<file path="src/rtl/feedback_nand_sequencer.sv">
`timescale 1ns/1ps
// Burst sequencer for the feedback-NAND toggle cell: drives the cell input per command,
// checks its output against a shadow copy of the cell and reports final state, toggles and errors.
module feedback_nand_sequencer (
    input  logic       clk,
    input  logic       rst,
    input  logic       cmd_valid,
    output logic       cmd_ready,
    input  logic [1:0] cmd_op,
    input  logic [3:0] cmd_len,
    output logic       cell_in,
    input  logic       cell_out,
    output logic       rsp_valid,
    input  logic       rsp_ready,
    output logic       rsp_state,
    output logic [4:0] rsp_toggles,
    output logic       rsp_err,
    output logic       err_sticky
);

    typedef enum logic [1:0] {IDLE, RUN, DONE} state_t;

    localparam logic [1:0] OP_FORCE    = 2'b00;
    localparam logic [1:0] OP_FLIP     = 2'b01;
    localparam logic [1:0] OP_PULSE    = 2'b10;
    localparam logic [1:0] OP_RESERVED = 2'b11;

    state_t     state_q, state_d;
    logic [1:0] op_q, op_d;
    logic [3:0] cnt_q, cnt_d;
    logic       cell_in_q, cell_in_d;
    logic       shadow_q, shadow_d;
    logic       prev_q;
    logic [4:0] toggles_q, toggles_d;
    logic       err_q, err_d;
    logic       rsp_state_q, rsp_state_d;
    logic       sticky_q, sticky_d;
    logic       accept;
    logic       drive;
    logic       expected;

    assign accept   = cmd_valid & cmd_ready;
    // The cell sees zero while reset is held, even if the drive register still holds a RUN value.
    assign drive    = cell_in_q & ~rst;
    assign expected = ~(drive & shadow_q);

    always_ff @(posedge clk) begin
        if (rst) begin
            state_q <= IDLE;
        end else begin
            state_q <= state_d;
        end
    end

    always_comb begin
        state_d = state_q;
        case (state_q)
            IDLE: if (accept) state_d = (cmd_op == OP_RESERVED) ? DONE : RUN;
            RUN:  if (cnt_q == 4'd0) state_d = DONE;
            DONE: if (rsp_ready) state_d = IDLE;
            default: state_d = IDLE;
        endcase
    end

    // The drive register is loaded one edge ahead so cell_in is already valid in each RUN cycle.
    always_comb begin
        cmd_ready = (state_q == IDLE) & ~rst;
        rsp_valid = (state_q == DONE) & ~rst;
        cell_in_d = 1'b0;
        if (state_q == IDLE && accept) begin
            cell_in_d = (cmd_op == OP_FLIP) || (cmd_op == OP_PULSE);
        end else if (state_q == RUN && cnt_q != 4'd0) begin
            case (op_q)
                OP_FORCE: cell_in_d = 1'b0;
                OP_FLIP:  cell_in_d = 1'b1;
                OP_PULSE: cell_in_d = ~cell_in_q;
                default:  cell_in_d = 1'b0;
            endcase
        end
    end

    always_comb begin
        op_d        = op_q;
        cnt_d       = cnt_q;
        toggles_d   = toggles_q;
        err_d       = err_q;
        rsp_state_d = rsp_state_q;
        shadow_d    = expected;
        if (accept) begin
            op_d        = cmd_op;
            cnt_d       = cmd_len;
            toggles_d   = 5'd0;
            err_d       = (cmd_op == OP_RESERVED);
            rsp_state_d = cell_out;
        end else if (state_q == RUN) begin
            if (cnt_q != 4'd0) cnt_d = cnt_q - 4'd1;
            if (cell_out != expected) err_d = 1'b1;
            if (cell_out != prev_q && toggles_q != 5'd16) toggles_d = toggles_q + 5'd1;
            if (cnt_q == 4'd0) rsp_state_d = cell_out;
        end
        sticky_d = sticky_q | ((state_d == DONE) && (state_q != DONE) && err_d);
    end

    always_ff @(posedge clk) begin
        if (rst) begin
            op_q        <= OP_FORCE;
            cnt_q       <= 4'd0;
            cell_in_q   <= 1'b0;
            shadow_q    <= 1'b0;
            prev_q      <= 1'b1;
            toggles_q   <= 5'd0;
            err_q       <= 1'b0;
            rsp_state_q <= 1'b0;
            sticky_q    <= 1'b0;
        end else begin
            op_q        <= op_d;
            cnt_q       <= cnt_d;
            cell_in_q   <= cell_in_d;
            shadow_q    <= shadow_d;
            prev_q      <= cell_out;
            toggles_q   <= toggles_d;
            err_q       <= err_d;
            rsp_state_q <= rsp_state_d;
            sticky_q    <= sticky_d;
        end
    end

    assign cell_in     = drive;
    assign rsp_state   = rsp_state_q & ~rst;
    assign rsp_toggles = toggles_q & {5{~rst}};
    assign rsp_err     = err_q & ~rst;
    assign err_sticky  = sticky_q;

endmodule

</file>
<file path="config.mk">
export PLATFORM = sky130hd
export DESIGN_NAME = feedback_nand_sequencer
export DESIGN_NICKNAME = d
export VERILOG_FILES = /design/src/rtl/feedback_nand_sequencer.sv
export SDC_FILE = /design/constraint.sdc
export NUM_CORES = 1
export LEC_CHECK = 0
export ABC_CLOCK_PERIOD_IN_PS = 3260
export CAP_MARGIN = 20
export CORE_AREA = 2 2 53 55
export DETAILED_ROUTE_END_ITERATION = 6
export DIE_AREA = 0 0 55 57
export PLACE_DENSITY = 0.73
export SLEW_MARGIN = 15
export SYNTH_ARGS = -nofsm -noshare
export SYNTH_HDL_FRONTEND = slang
export SYNTH_SLANG_ARGS = --single-unit
export TNS_END_PERCENT = 5
</file>
<file path="constraint.sdc">
create_clock -name clk -period 3.26 [get_ports clk]
set_input_delay 0.489 -clock clk [delete_from_list [all_inputs] [get_ports clk]]
set_output_delay 0.489 -clock clk [all_outputs]
set_load 0.02 [all_outputs]
</file>
==> results.cfg <==
[route]
wl_per_cell_um = 13.3
drc = 0
viasPerCell = 5.57
drt_iter0_markers = 26
vias = 1020
ant_nets = 0
dr.pass1.iters = 4
wirelength_um = 2440

[synth]
netlist_top_cells_area = dfxtp_1 34%, ha_1 6.8%, nand2_1 5.1%
synthMostInstantiatedCell = dfxtp_1
yosysWarnings = 0
synth_area_per_cell_um2 = 8.48
synthFlopType = dfxtp_1
synth-edff-count = 0
yosysTopAreaCellShare_pct = 34.2
syn-num-nets = 148
syn_inst = 131
synth-seq-cells = 19
synth_area_mm2 = 0.00111
yosys.area.top_type = dfxtp_1
synthTopCellsByCount = 19 x dfxtp_1, 15 x nand2_1, 9 x a21oi_1, 9 x nor2b_1, 7 x inv_1
seq_area_frac_synth_pct = 34.2
synth_cell_types = 40
synthArstFlopShare_pct = 0

[sta]
finalHoldViolations = 0
finalSetupViolations = 0
tns_ps = 0
fmax_mhz = 371
worst_pin_slew_ps = 639
layout_min_cycle_time_ps = 2700
fin_crit_sh_pct = 82.8
finClkSkew_ps = 5.40
maxSlewViolCount = 0
rsz0062_at_grt = false
relSlewSlack_pct = 57.3

[die]
rows = 19
coreArea_mm2 = 0.00262
die_h_um = 57
dieWidth_um = 55
start_util_pct = 42.5
ioPinCount = 22
dieArea_mm2 = 0.00314

[run_status]
status = finished, final reports clean

[final_layout]
final_nets = 170
fillers = 266
drive_above_1_share_pct = 6.58
n_antenna_cell = 0
area_growth_syn_to_layout_pct = 23.9

[critical_path]
end_kind = output port
worstSetupPathType = in2out
crit_path_start_kind = input pin
worstPathMaxFanout = 17
worstPathRequired_ps = 2770
cp_data_arrival_time_ps = 2210

[clocking]
tritoncts = built
clockRootBuffer = clkbuf_4
numClockSinks = 19
cts_resized = 0
cts.clk_slew.worst_paths_ps = 100
cts_setup_buffers = 0
clk_path_buf_depth = 2
htreeDepth = 1
cts_made_buffers = 3
insertion_delay_ps = 300
postCtsHoldBufs = 0

[power_and_ir_drop]
p_sw_w = 0.000164
p_clk_share_pct = 22.6
combPwrFrac_pct = 24.9
p_total_w = 0.000522
leakagePower_nw = 0.500
p_int_w = 0.000358
seqPwrFrac_pct = 52.5
p_per_area_mw_per_mm2 = 379
sw_frac_of_total_pct = 31.4
ir_drop_mv = 0.258

[global_route]
grt_max_degree = 18
grt.overflow.total = 0
grtUsageTotal_pct = 17.6
grt_pass1_wl_um = 4100
antenna_found_initial = 0
grt_pass1_vias = 1009

[placed_design]
finalWeightedCongestion = 0.764
io_buffers = 21
hpwl_um = 1860

[flow_run]
drv_cap = 0

[hold_path]
hold_class = reg2reg
## sequential cells by signal, summed over array words and instances, names as in the netlist
signal / count
err_q: 1
toggles_q: 5
prev_q: 1
state_q: 2
cnt_q: 4
err_sticky: 1
rsp_state_q: 1
op_q: 2
cell_in_q: 1
shadow_q: 1
## power groups by stage
| stage | logic, W | clock network, W | registers [W] |
|---|---|---|---|
| final | 0.000130 | 0.000118 | 0.000274 |
| after global routing | 0.000145 | 0.000133 | 0.000277 |
| after CTS | 0.000130 | 0.000125 | 0.000273 |
| after detailed placement | 0.000130 | 0 | 0.000278 |
| after global placement | 0.000128 | 0 | 0.000277 |
| after floorplan | 0.0000930 | 0 | 0.000269 |
## metrics by stage
stage	setup WS, ps	hold WS [ps]	utilization (%)	instances	area (um^2)
2_1_floorplan	1350	436	-	131	1110
3_3_place_gp	610	453	51.6	179	1350
3_5_place_dp	568	461	51.6	179	1350
4_1_cts	545	476	52.6	183	1380
5_1_grt	470	515	52.6	183	1380
6_report	561	483	52.6	183	1380
## per-layer routing
metal  part of all wire (%)  global-route usage [%]  vias to the layer above
met4                    1.1                    7.32                        0
met1                     46                    22.1                      470
met3                    4.1                    2.36                        4
met2                     49                    29.4                       24
met5                      0                       0                        -
li1                       -                       -                      522
## cell type report
cell class | count | area, um^2 | area share [%]
Clock buffer | 3 | 22.5 | 1.64
Clock inverter | 1 | 5.00 | 0.364
Inverter | 8 | 30.0 | 2.18
Multi-Input combinational cell | 98 | 674 | 49.0
Sequential cell | 19 | 380 | 27.6
Tap cell | 31 | 38.8 | 2.82
Timing Repair Buffer | 23 | 225 | 16.4
## layout by cell type (no fill, tap or decap), types with 4 or more instances in the layout
cell	count
dfxtp_1	19
ha_1	6
a21oi_1	9
nand2_1	15
nor2b_1	9
or3b_1	4
inv_1	7
o31ai_1	5
clkdlybuf4s50_1	21
nor2_1	5
## worst paths after layout
path / start / endpoint / slack, ps / cells past startpoint
worst max-delay path: rst / rsp_valid / 560 / 3
worst min-delay path: shadow_q / shadow_q / 480 / 1
worst max register to register: state_q[0] / cnt_q[3] / 1580 / 3
worst min register to register: shadow_q / shadow_q / 480 / 1
## critical path, stage by stage
cell,delay (ps)
clkdlybuf4s50_1,730
nor3b_1,340
clkdlybuf4s50_1,650
## kinds of logic after synthesis
family | Yosys count | synth area share, %
compound gates | 29 | 17.5
xor+xnor | 2 | 1.58
fa+ha+maj | 6 | 6.76
buf+inv | 14 | 5.07
flops | 19 | 34.2
mux | 2 | 1.91
simple gates | 59 | 33.0
Note: power is estimated with default switching activity, not from simulation.
